<file path="src/rtl/lcd_text_ctrl.sv">
// lcd_text_ctrl: character frame buffer refreshed onto an HD44780 8-bit bus.
//
// A ROWS x COLS byte buffer is written by a client one character at a time.
// Each row carries a dirty bit. After power-up and controller init, the bus
// FSM repaints dirty rows, lowest row first. Every bus transaction occupies
// one slot of 2*EN_DIV clk cycles with lcd_en high on slot cycles 1..EN_DIV.
//
// Ports
//   clk       system clock, rising edge
//   reset     asynchronous active-low reset
//   wr_en     character write strobe
//   wr_addr   linear character index row*COLS+col
//   wr_data   character code
//   clear     request to blank the whole buffer to spaces
//   wr_ready  writes/clear accepted when high (low only while blanking)
//   busy      high unless the FSM is idle and no blanking is running
//   lcd_rs, lcd_rw, lcd_en, lcd_dat   HD44780 8-bit bus
//
// state    | meaning
// ---------+----------------------------------------------------------
// PWRUP    | idle slots after reset while the panel powers up
// INIT     | function set, display on, entry mode, clear display
// CLRWAIT  | idle slots while the panel executes its clear command
// IDLE     | waiting for a dirty row at a slot boundary
// SETADDR  | DDRAM address command for the selected row
// DATA     | COLS character writes for the selected row

module lcd_text_ctrl #(
    parameter int COLS        = 16,
    parameter int ROWS        = 2,
    parameter int EN_DIV      = 32768,
    parameter int PWRUP_SLOTS = 16,
    parameter int CLR_SLOTS   = 2,
    localparam int AW         = $clog2(ROWS * COLS)
) (
    input  logic          clk,
    input  logic          reset,
    input  logic          wr_en,
    input  logic [AW-1:0] wr_addr,
    input  logic [7:0]    wr_data,
    input  logic          clear,
    output logic          wr_ready,
    output logic          busy,
    output logic          lcd_rs,
    output logic          lcd_rw,
    output logic          lcd_en,
    output logic [7:0]    lcd_dat
);

    localparam int N  = ROWS * COLS;
    localparam int T  = 2 * EN_DIV;
    localparam int CW = $clog2(T);
    localparam int SW = 16;
    localparam int RW = 2;

    localparam logic [2:0] S_PWRUP   = 3'd0;
    localparam logic [2:0] S_INIT    = 3'd1;
    localparam logic [2:0] S_CLRWAIT = 3'd2;
    localparam logic [2:0] S_IDLE    = 3'd3;
    localparam logic [2:0] S_SETADDR = 3'd4;
    localparam logic [2:0] S_DATA    = 3'd5;

    logic [7:0]      fbuf [N];
    logic [ROWS-1:0] dirty, dirty_nx;
    logic [2:0]      state, nx_state;
    logic [CW-1:0]   slot_cnt;
    logic [SW-1:0]   sub_cnt, nx_sub, rd_col;
    logic [RW-1:0]   cur_row, nx_row, pick_row, wr_row;
    logic            slot_act, nx_act, nx_rs, do_pick;
    logic [7:0]      nx_dat, rd_byte;
    logic [AW-1:0]   rd_idx;
    logic            fill_act;
    logic [AW-1:0]   fill_idx;
    logic            wr_ok, slot_end, fill_done;

    function automatic logic [7:0] init_cmd(input logic [1:0] i);
        case (i)
            2'd0:    return 8'h38;
            2'd1:    return 8'h0C;
            2'd2:    return 8'h06;
            default: return 8'h01;
        endcase
    endfunction

    function automatic logic [7:0] row_base(input logic [1:0] r);
        case (r)
            2'd0:    return 8'h00;
            2'd1:    return 8'h40;
            2'd2:    return 8'(COLS);
            default: return 8'(64 + COLS);
        endcase
    endfunction

    assign slot_end  = (slot_cnt == CW'(T - 1));
    assign fill_done = fill_act && (fill_idx == AW'(N - 1));
    assign wr_ready  = !fill_act;
    assign busy      = !((state == S_IDLE) && !fill_act);
    assign lcd_rw    = 1'b0;

    // A write in the same cycle as an accepted clear is dropped.
    always_comb begin
        wr_ok  = wr_en && !fill_act && !clear && (int'(wr_addr) < N);
        wr_row = '0;
        for (int r = 1; r < ROWS; r++)
            if (int'(wr_addr) >= r * COLS) wr_row = RW'(r);
    end

    // Next-slot decision, applied only at the last cycle of each slot.
    always_comb begin
        pick_row = '0;
        for (int r = ROWS - 1; r >= 0; r--)
            if (dirty[r]) pick_row = RW'(r);
        rd_col   = (state == S_SETADDR) ? '0 : sub_cnt + SW'(1);
        rd_idx   = AW'(int'(cur_row) * COLS + int'(rd_col));
        rd_byte  = fbuf[rd_idx];
        nx_state = state;
        nx_sub   = sub_cnt;
        nx_row   = cur_row;
        nx_act   = 1'b0;
        nx_rs    = lcd_rs;
        nx_dat   = lcd_dat;
        do_pick  = 1'b0;
        case (state)
            S_PWRUP: begin
                if (sub_cnt == SW'(PWRUP_SLOTS - 1)) begin
                    nx_state = S_INIT;
                    nx_sub   = '0;
                    nx_act   = 1'b1;
                    nx_rs    = 1'b0;
                    nx_dat   = init_cmd(2'd0);
                end else begin
                    nx_sub = sub_cnt + SW'(1);
                end
            end
            S_INIT: begin
                if (sub_cnt == SW'(3)) begin
                    if (CLR_SLOTS == 0) begin
                        do_pick = 1'b1;
                    end else begin
                        nx_state = S_CLRWAIT;
                        nx_sub   = '0;
                    end
                end else begin
                    nx_sub = sub_cnt + SW'(1);
                    nx_act = 1'b1;
                    nx_rs  = 1'b0;
                    nx_dat = init_cmd(sub_cnt[1:0] + 2'd1);
                end
            end
            S_CLRWAIT: begin
                if (sub_cnt == SW'(CLR_SLOTS - 1)) do_pick = 1'b1;
                else nx_sub = sub_cnt + SW'(1);
            end
            S_SETADDR: begin
                nx_state = S_DATA;
                nx_sub   = '0;
                nx_act   = 1'b1;
                nx_rs    = 1'b1;
                nx_dat   = rd_byte;
            end
            S_DATA: begin
                if (sub_cnt == SW'(COLS - 1)) begin
                    do_pick = 1'b1;
                end else begin
                    nx_sub = sub_cnt + SW'(1);
                    nx_act = 1'b1;
                    nx_rs  = 1'b1;
                    nx_dat = rd_byte;
                end
            end
            default: do_pick = 1'b1;
        endcase
        // Leaving CLRWAIT or DATA re-evaluates the dirty rows at the same
        // boundary, so back-to-back rows have no idle slot between them.
        if (do_pick) begin
            nx_sub = '0;
            if (|dirty) begin
                nx_state = S_SETADDR;
                nx_row   = pick_row;
                nx_act   = 1'b1;
                nx_rs    = 1'b0;
                nx_dat   = 8'h80 | row_base(pick_row);
            end else begin
                nx_state = S_IDLE;
            end
        end
    end

    // Client write wins over the refresh clearing the same row's bit, so a
    // row touched during its own refresh is sent again.
    always_comb begin
        dirty_nx = dirty;
        if (slot_end && do_pick)
            for (int r = 0; r < ROWS; r++)
                if (RW'(r) == pick_row) dirty_nx[r] = 1'b0;
        if (fill_done) dirty_nx = '1;
        if (wr_ok)
            for (int r = 0; r < ROWS; r++)
                if (wr_row == RW'(r)) dirty_nx[r] = 1'b1;
    end

    always_ff @(posedge clk or negedge reset) begin
        if (!reset) begin
            state    <= S_PWRUP;
            slot_cnt <= '0;
            sub_cnt  <= '0;
            cur_row  <= '0;
            slot_act <= 1'b0;
            lcd_en   <= 1'b0;
            lcd_rs   <= 1'b0;
            lcd_dat  <= 8'h00;
            dirty    <= '0;
            fill_act <= 1'b1;
            fill_idx <= '0;
        end else begin
            slot_cnt <= slot_end ? '0 : slot_cnt + CW'(1);
            lcd_en   <= !slot_end && slot_act && (int'(slot_cnt) + 1 <= EN_DIV);
            if (slot_end) begin
                state    <= nx_state;
                sub_cnt  <= nx_sub;
                cur_row  <= nx_row;
                slot_act <= nx_act;
                lcd_rs   <= nx_rs;
                lcd_dat  <= nx_dat;
            end
            if (fill_act) begin
                fill_idx <= fill_done ? '0 : fill_idx + AW'(1);
                fill_act <= !fill_done;
            end else if (clear) begin
                fill_act <= 1'b1;
                fill_idx <= '0;
            end
            dirty <= dirty_nx;
        end
    end

    always_ff @(posedge clk) begin
        if (fill_act) fbuf[fill_idx] <= 8'h20;
        else if (wr_ok) fbuf[wr_addr] <= wr_data;
    end

endmodule
</file>
<file path="config.mk">
export PLATFORM = sky130hd
export DESIGN_NAME = lcd_text_ctrl
export DESIGN_NICKNAME = d
export VERILOG_FILES = /design/src/rtl/lcd_text_ctrl.sv
export SDC_FILE = /design/constraint.sdc
export NUM_CORES = 1
export LEC_CHECK = 0
export CAP_MARGIN = 25
export CORE_MARGIN = 8
export CORE_UTILIZATION = 27
export CTS_CLUSTER_DIAMETER = 30
export DETAILED_ROUTE_END_ITERATION = 6
export PLACE_DENSITY = 0.54
export SETUP_SLACK_MARGIN = 0.5
export SKIP_CTS_REPAIR_TIMING = 1
export SYNTH_ARGS = -nofsm -noshare
export SYNTH_HDL_FRONTEND = slang
export SYNTH_SLANG_ARGS = --single-unit
export TNS_END_PERCENT = 5
</file>
<file path="constraint.sdc">
create_clock -name clk -period 3.37 [get_ports clk]
set_input_delay 0.674 -clock clk [delete_from_list [all_inputs] [get_ports clk]]
set_output_delay 0.674 -clock clk [all_outputs]
set_load 0.03 [all_outputs]
</file>
==> results of run 1 <==
==> where the power goes <==
part,switching [uW],internal [uW],total (uW)
logic,708,368,1080
clock network,2010,4300,6310
registers,130,4600,4730
total,2850,9260,12100
==> cells in the final DEF, fill, tap and decap left out, types with 13 or more instances in the layout <==
master,count
buf_4,86
nand2_1,106
clkdlybuf4s50_1,26
nor3_1,16
a21oi_1,34
nor2_1,69
a31oi_1,24
a221oi_1,14
dfrtp_1,53
clkbuf_1,15
o21ai_0,56
clkinv_1,13
mux2i_1,29
nand3_1,32
and3_1,19
mux2_2,17
and2_1,18
xor2_1,15
a211oi_1,25
clkbuf_16,70
edfxtp_1,256
==> layout make-up <==
class | instances | area (sq um) | share of cell area, %
clock inverters | 35 | 354.1 | 2.020
clock buffers | 88 | 1849 | 10.55
multi-input cells | 661 | 4375 | 24.96
well taps | 672 | 840.8 | 4.797
flip-flops and latches | 311 | 9066 | 51.72
inverters | 13 | 48.80 | 0.2784
repair buffers | 118 | 994.7 | 5.675
==> per-stage QoR <==
| stage | cells | hold slack (ps) | util, % | worst slack (ps) | power [uW] |
|---|---|---|---|---|---|
| after floorplan | 1052 | 378.4 | - | 505.9 | 5313 |
| after global placement | 1775 | 461.9 | 30.45 | 349.5 | 5852 |
| after detailed placement | 1775 | 473.7 | 30.45 | 342.4 | 5873 |
| after CTS | 1898 | 312.2 | 34.83 | 480.4 | 12220 |
| after global routing | 1898 | 367.5 | 34.87 | 410.0 | 12530 |
| final | 1898 | 292.6 | 34.87 | 533.4 | 12110 |
==> flip-flops by register name (all words and copies together), names as in the netlist <==
name,count
slot_act,1
lcd_en,1
cur_row,1
slot_cnt,16
dirty,2
lcd_rs,1
fill_act,1
lcd_dat,8
fill_idx,5
fbuf,256
sub_cnt,16
state,3
==> cells by family (layout without fill, tap and decap cells) <==
| logic type | Yosys count | after routing | synth area share (%) |
|---|---|---|---|
| simple gates | 327 | 327 | 11.80 |
| flops | 311 | 311 | 65.84 |
| compound gates | 245 | 245 | 12.40 |
| buf+inv | 80 | 254 | 2.544 |
| mux | 56 | 56 | 5.135 |
| xor+xnor | 24 | 24 | 1.527 |
| fa+ha+maj | 8 | 8 | 0.7270 |
| other cells | 1 | 1 | 0.02724 |
==> worst paths after layout <==
check,to,depth (start not counted),slack (ps),from
min in group clk,slot_act$_DFFE_PN0N_,2,480,slot_act$_DFFE_PN0N_
hold / removal,dirty[0]$_DFF_PN0_,2,290,reset
setup / recovery,lcd_dat[6]$_DFFE_PN0N_,10,530,sub_cnt[0]$_DFFE_PN0P_
hold reg to reg,slot_act$_DFFE_PN0N_,2,480,slot_act$_DFFE_PN0N_
max in group asynchronous,sub_cnt[0]$_DFFE_PN0P_,2,2510,reset
setup reg to reg,lcd_dat[6]$_DFFE_PN0N_,10,530,sub_cnt[0]$_DFFE_PN0P_
==> routing by layer <==
metal	vias to the layer above	share of wire, %
met2	344	47
met4	2	3.7
met5	-	0.031
met3	89	6.5
met1	4723	42
li1	4327	-
==> worst max-delay path, stage by stage, from the launching register on <==
cell and delay [ps]:
dfrtp_2 440, inv_2 160, ha_1 290, buf_12 200, nor2_2 160, buf_4 240, buf_4 180, mux4_2 310
a211o_1 320, a32oi_1 250, a31oi_1 120
==> metrics.txt, run 1 <==
Post-DRT Antenna Nets=0; GRT busiest layer=met2; Rel. slew slack=38.95%; asr flop ratio synth=17.68%; FF+latch count, synth=around 310; Clock Tree Buf Depth=3; Worst Hold Class=in -> async; count of final setup violators=0; pwr/cell area=~690 nW/um^2; number of flops mapped to enable cells by yosys=256; part of the Yosys area used for sequential elements=65.84%; Peak Freq=352.5 MHz; Core ar.=50,270 sq um; Yosys cell types=84; DRC Markers=0; Wirelength per Cell=roughly 20 microns; Layout area overhead=27.32%; H-tree lvl count=3; dominant synthesized flop cell=edfxtp_1; met1 GRT Util=16.43%; ranking of synthesized cells by area=edfxtp_1 56%, dfrtp_1 9.8%, nand2_1 2.9%, mux2i_1 2.1%, o21ai_0 2.0%; Least-Margin Pin Slew=approximately 900 ps; top cell type's share of synthesized area=between 50 and 60%; Syn Inst Count=1,052; Worst EP arrival=between 3000 and 4000 ps; CP Launch Type=flop; gr usage total=12.84%; DIE AREA=58,470 sq um; number of DRC markers in iteration 0=about 770; first-pass iteration count of the detailed router=5; CP required=3770 ps; dpl cell area=15,310 sq um; via count=~9,500; Sinks on Clock Net=between 300 and 400; Diodes inserted=0; Initial Utilization=27.39%; Final Max Slew Viols=0; share of layout cells above drive strength 1=between 10% and 20%; CP endpoint kind=flop; largest net degree at the start of global routing=56; Die Y=241.8 microns; Site Rows=~80; syn avg cell area=13.09 sq um; P_leak=~0.0062 uW; RSZ-0062 raised after global routing=true; area leader, netlist=edfxtp_1; top-count cell post-synth=edfxtp_1; Fillers=around 4,900; CTS Root Buffer Type=clkbuf_16; Vias/cell=4.997; clock transition at the registers of the reported paths=50 ps; vias in the first global route=9,538; CTS tree=done; Fin Clk Skew=approximately 27 ps; placed wire-length estimate=24,330 microns; total gr overflow=0; die width=241.8 microns; grt met3 use=3.009%; Setup TNS=0 ps; met2 GRT Util=20.44%; min cycle time layout=2837 ps; CP Class=reg -> reg; Mapped Area=13,770 sq um; run status=finished, final reports clean; total CTS buffers=67; IO Pins=30; final hold violations=0; first-pass GRT wire length=58,710 microns; post-route cell area=roughly 18,000 sq um; I/O Buffers=28; post-synth net total=~1,100; Ys Warns=0; maxcap violations=0; Synth top cells by count=256 x edfxtp_1, 106 x nand2_1, 71 x nor2_1, 56 x o21ai_0, 54 x dfrtp_1; routability cong.=0.8184; later-pin clock latency in the skew report=560 ps; peak supply drop=0.0003429 V; nets=around 1,200; CP Max Fanout=33; initial antenna violation count=1; period utilization=84.17%; WL final=38,450 microns
(Power assumes the default switching activity.)
==> run 2: changes to the inputs <==
--- a/config.mk
+++ b/config.mk
@@ -10,7 +10,7 @@
 export CORE_UTILIZATION = 27
 export CTS_CLUSTER_DIAMETER = 30
 export DETAILED_ROUTE_END_ITERATION = 6
-export PLACE_DENSITY = 0.54
+export PLACE_DENSITY = 0.52
 export SETUP_SLACK_MARGIN = 0.5
 export SKIP_CTS_REPAIR_TIMING = 1
 export SYNTH_ARGS = -nofsm -noshare
==> constraint.sdc (replaced) <==
create_clock -name clk -period 2.75 [get_ports clk]
set_input_delay 0.55 -clock clk [delete_from_list [all_inputs] [get_ports clk]]
set_output_delay 0.55 -clock clk [all_outputs]
set_load 0.03 [all_outputs]
==> run 2 against run 1 <==
The flow now finishes with violations (negative hold slack); wire length increased by 8.9%; non-clock buffer count rose by 78; sequential cell count unchanged; worst hold slack worse by 300 ps; critical path depth fell by 1; count of clock-buffer cells in the layout shrank 12; cell count increased by 4.1%; critical path type unchanged; largest cell class unchanged; largest power group unchanged.
==> metrics.txt, run 2 (synthesis results as in run 1) <==
Vias/cell=5.030; initial antenna violation count=0; nets=1,276; Wirelength per Cell=21.21 microns; Die Y=241.8 microns; total CTS buffers=67; IO Pins=30; Diodes inserted=0; I/O Buffers=28; Top delay family on crit path=compound AO/OA/AOI/OAI gates; commonest non-fill, non-tap cell in the layout=edfxtp_1; max FFs per register=between 200 and 300; RSZ-0062 raised after global routing=true; CP Launch Type=flop; first-pass GRT wire length=62,300 microns; largest net degree at the start of global routing=35; later-pin clock latency in the skew report=580 ps; Initial Utilization=a little over a quarter; Sinks on Clock Net=a little over 300; Worst path slowest cell=dfrtp_4; Rel. slew slack=58.26%; first-pass iteration count of the detailed router=5; routability cong.=around 0.84; maxcap violations=0; run status=finished, violations left; period utilization=94.90%; CP Depth=9; P_leak=0.006695 uW; Inst Count DP=1,812; Layout Cells excl Fill=1,975; Worst Hold Class=in -> async; peak supply drop=approximately 0.00046 V; H-tree lvl count=3; worst path cell trace=ha_4 > buf_8 > xnor2_4 > nor2_4 > mux2_4 > a32o_2 > o41ai_4 > or3b_4 > a31oi_1; vias in the first global route=just under 10,000; Fin Clk Skew=roughly 17 ps; Fillers=4,832; total gr overflow=0; Peak Freq=about 380 MHz; FF-to-FF path depth=9; CP Max Fanout=7; power after layout=14,890 uW; Final Max Slew Viols=0; share of layout cells above drive strength 1=29.39%; Clock Tree Buf Depth=3; number of DRC markers in iteration 0=736; post-layout util=37.02%; via count=9,935; final hold violations=10; die width=241.8 microns; pwr/cell area=800.3 nW/um^2; commonest non-fill, non-tap cells in the layout=256 x edfxtp_1, 144 x buf_4, 105 x nand2_1; WL final=41,880 microns; Least-Margin Pin Slew=626.1 ps; critical path's largest stage delay=490 ps; CTS Root Buffer Type=clkbuf_16; placed wire-length estimate=27,020 microns; min cycle time layout=2610 ps; grt met3 use=under 10%; CP Class=reg -> reg; Worst EP arrival=3060 ps; Core ar.=50,270 sq um; CP endpoint kind=flop; met1 GRT Util=17.76%; Hold Slack=-7.152 ps; CP required=3200 ps; GRT busiest layer=met2; met2 GRT Util=22.19%; Layout area overhead=35.18%; clock transition at the registers of the reported paths=50 ps; biggest regs=fbuf x256, slot_cnt x16, sub_cnt x16; Site Rows=82; CTS tree=done; DIE AREA=just under 60,000 sq um; Reg with most FFs=fbuf; CP Buf/Inv Count=1; count of final setup violators=0; gr usage total=13.71%; failing checks=negative hold slack; DRC Markers=0; Post-DRT Antenna Nets=0
## run 2: through the flow
stage	setup TNS, ps	hold slack (ps)	setup slack, ps	cell area (sq um)
2_1_floorplan	0	254.4	317.8	13900
3_3_place_gp	-800.3	468.0	-153.7	15740
3_5_place_dp	-967.4	474.6	-150.7	15740
4_1_cts	-383.4	-7.630	-201.5	17910
5_1_grt	0	17.69	77.01	18610
6_report	0	-7.152	140.3	18610
## run 2: metal layers
metal / share of wire (%) / vias up / wire [microns]
li1: - / 4489 / -
met1: 44 / 5058 / 18270
met4: 2.6 / 0 / 1087
met5: 0 / - / 0
met3: 6.4 / 66 / 2690
met2: 47 / 322 / 19830
## run 2: layout make-up
cell class                 instances  area (sq um)  area share (%)
clock inverter                    45         436.7           2.346
tap                              672         840.8           4.518
multi-input combinational        662          4686           25.18
timing repair buffer             196          1779           9.560
sequential                       311          9077           48.77
inverter                          13         60.06          0.3227
clock buffer                      76          1732           9.304
## run 2: worst register-to-register path, cell delays in order, from the launching register on
cell and delay [ps]:
dfrtp_4 490, ha_4 170, buf_8 120, xnor2_4 150, nor2_4 310, mux2_4 330, a32o_2 240, o41ai_4 420
or3b_4 190, a31oi_1 60
## run 2: path summary, 6_finish.rpt
path	from	endpoint	slack, ps
worst max-delay path	sub_cnt[0]$_DFFE_PN0P_	lcd_dat[4]$_DFFE_PN0N_	140
worst min-delay path	reset	dirty[1]$_DFF_PN0_	-7
worst max register to register	sub_cnt[0]$_DFFE_PN0P_	lcd_dat[4]$_DFFE_PN0N_	140
worst min register to register	lcd_rs$_DFFE_PN0N_	lcd_rs$_DFFE_PN0N_	490
max in group asynchronous	reset	sub_cnt[12]$_DFFE_PN0P_	2000
min in group clk	lcd_rs$_DFFE_PN0N_	lcd_rs$_DFFE_PN0N_	490
## run 2: report_power, final
group          internal [uW]  switching [uW]  leakage, uW  total [uW]
Clock                   4880            2720      0.00102        7590
Combinational            532             956      0.00267        1490
Sequential              5630             180      0.00300        5810
Total                  11000            3850      0.00669       14900
==> run 3: changes to the inputs <==
--- a/config.mk
+++ b/config.mk
@@ -7,10 +7,10 @@
 export LEC_CHECK = 0
 export CAP_MARGIN = 25
 export CORE_MARGIN = 8
-export CORE_UTILIZATION = 27
+export CORE_UTILIZATION = 35
 export CTS_CLUSTER_DIAMETER = 30
 export DETAILED_ROUTE_END_ITERATION = 6
-export PLACE_DENSITY = 0.52
+export PLACE_DENSITY = 0.61
 export SETUP_SLACK_MARGIN = 0.5
 export SKIP_CTS_REPAIR_TIMING = 1
 export SYNTH_ARGS = -nofsm -noshare
==> run 3 against run 2 <==
The flow now finishes without violations; fmax grew 3.4%; global-route usage grew 2.5 points; total power shrank 0.85%; sequential power is essentially flat; combinational power shrank 5%; die area shrank 21%; critical path type unchanged.
==> metrics.txt, run 3 (synthesis results as in run 1) <==
run status=finished, final reports clean; initial antenna violation count=0; Die Y=approximately 210 microns; Sinks on Clock Net=311; Wirelength per Cell=22.02 microns; WL final=39,390 microns; share of layout cells above drive strength 1=26.75%; Core ar.=38,740 sq um; biggest regs=fbuf x256, slot_cnt x16, sub_cnt x16; first-pass iteration count of the detailed router=5; die width=214.3 microns; CP endpoint kind=flop; period utilization=91.80%; I/O Buffers=28; RSZ-0062 raised after global routing=true; first-pass GRT wire length=58,370 microns; maxcap violations=0; CTS tree=done; max FFs per register=256; number of DRC markers in iteration 0=approximately 950; Final Max Slew Viols=0; Least-Margin Pin Slew=761.8 ps; slack of the critical path=225.6 ps; DIE AREA=around 46,000 sq um; routability cong.=0.8815; CP Launch Type=flop; via count=9,885; largest net degree at the start of global routing=56; Peak Freq=around 400 MHz; DRC Markers=0; vias in the first global route=9,577; Worst EP arrival=2980 ps; commonest non-fill, non-tap cell in the layout=edfxtp_1; Clock Tree Buf Depth=3; total CTS buffers=57; dpl cell area=~15,000 sq um; Rel. slew slack=about half; Initial Utilization=35.54%; Reg with most FFs=fbuf; placed wire-length estimate=24,530 microns; final hold violations=0; clock transition at the registers of the reported paths=60 ps; count of final setup violators=0; Layout area overhead=31.82%; total gr overflow=0; min cycle time layout=2524 ps; CTS Root Buffer Type=clkbuf_16; Worst Hold Class=in -> async; worst slack at placement=-28.90 ps; Vias/cell=5.525; CP required=around 3200 ps; Post-DRT Antenna Nets=0; P_leak=around 0.0066 uW; CP Max Fanout=8; Fin Clk Skew=around 35 ps; nets=1,247; CP Class=reg -> reg; Site Rows=72; post-route cell area=18,150 sq um; later-pin clock latency in the skew report=600 ps; pwr/cell area=813.7 nW/um^2; peak supply drop=0.0005497 V; gr usage total=16.23%; IO Pins=30; Diodes inserted=0; commonest non-fill, non-tap cells in the layout=256 x edfxtp_1, 125 x buf_4, 106 x nand2_1; H-tree lvl count=2
[run 3: path summary, 6_finish.rpt]
check                                        from                      end  slack, ps  depth (start not counted)
setup / recovery           sub_cnt[0]$_DFFE_PN0P_   lcd_dat[2]$_DFFE_PN0N_        230                         10
hold / removal                              reset  fill_idx[3]$_DFFE_PN0P_        100                          2
setup reg to reg           sub_cnt[0]$_DFFE_PN0P_   lcd_dat[2]$_DFFE_PN0N_        230                         10
hold reg to reg              slot_act$_DFFE_PN0N_     slot_act$_DFFE_PN0N_        480                          2
max in group asynchronous                   reset   sub_cnt[0]$_DFFE_PN0P_       2020                          2
min in group clk             slot_act$_DFFE_PN0N_     slot_act$_DFFE_PN0N_        480                          2
[run 3: layout make-up]
| class | instances | area (sq um) |
|---|---|---|
| clock inverters | 46 | 675.6 |
| flip-flops and latches | 311 | 9070 |
| clock buffers | 62 | 1445 |
| fillers | 3370 | 20590 |
| inverters | 13 | 56.30 |
| multi-input cells | 663 | 4626 |
| well taps | 518 | 648.1 |
| repair buffers | 176 | 1628 |
[run 3: metrics by stage]
stage          std cells  TNS [ps]  total power (uW)  util, %  hold WS (ps)
6_report            1789         0             14770    46.85         96.06
2_1_floorplan       1052         0              6512        -         254.4
3_3_place_gp        1649    -43.67              7251    39.93         464.3
5_1_grt             1789         0             15210    46.85         149.4
3_5_place_dp        1649    -53.25              7278    39.93         474.4
4_1_cts             1757    -111.2             14840    45.40         123.2
[run 3: routing by layer]
layer | GRT usage, % | up-vias | part of all wire, %
li1 | - | 4425 | -
met1 | 21.51 | 4961 | 42
met2 | 26.35 | 418 | 48
met3 | 2.948 | 81 | 7.1
met4 | 5.987 | 0 | 3.2
met5 | 0 | - | 0
[run 3: power by group]
group,switching (uW),total (uW),internal [uW]
registers,174,5800,5630
logic,955,1420,465
clock network,2530,7550,5010
total,3660,14800,11100
[run 3: critical path, stage by stage (launching register included)]
cell and delay (ps):
dfrtp_4 510, buf_16 160, inv_8 70, ha_4 230, nand2b_4 230, buf_4 190
a2111oi_0 380, a211o_1 170, o221a_2 230, a211oi_4 50, o22a_1 180
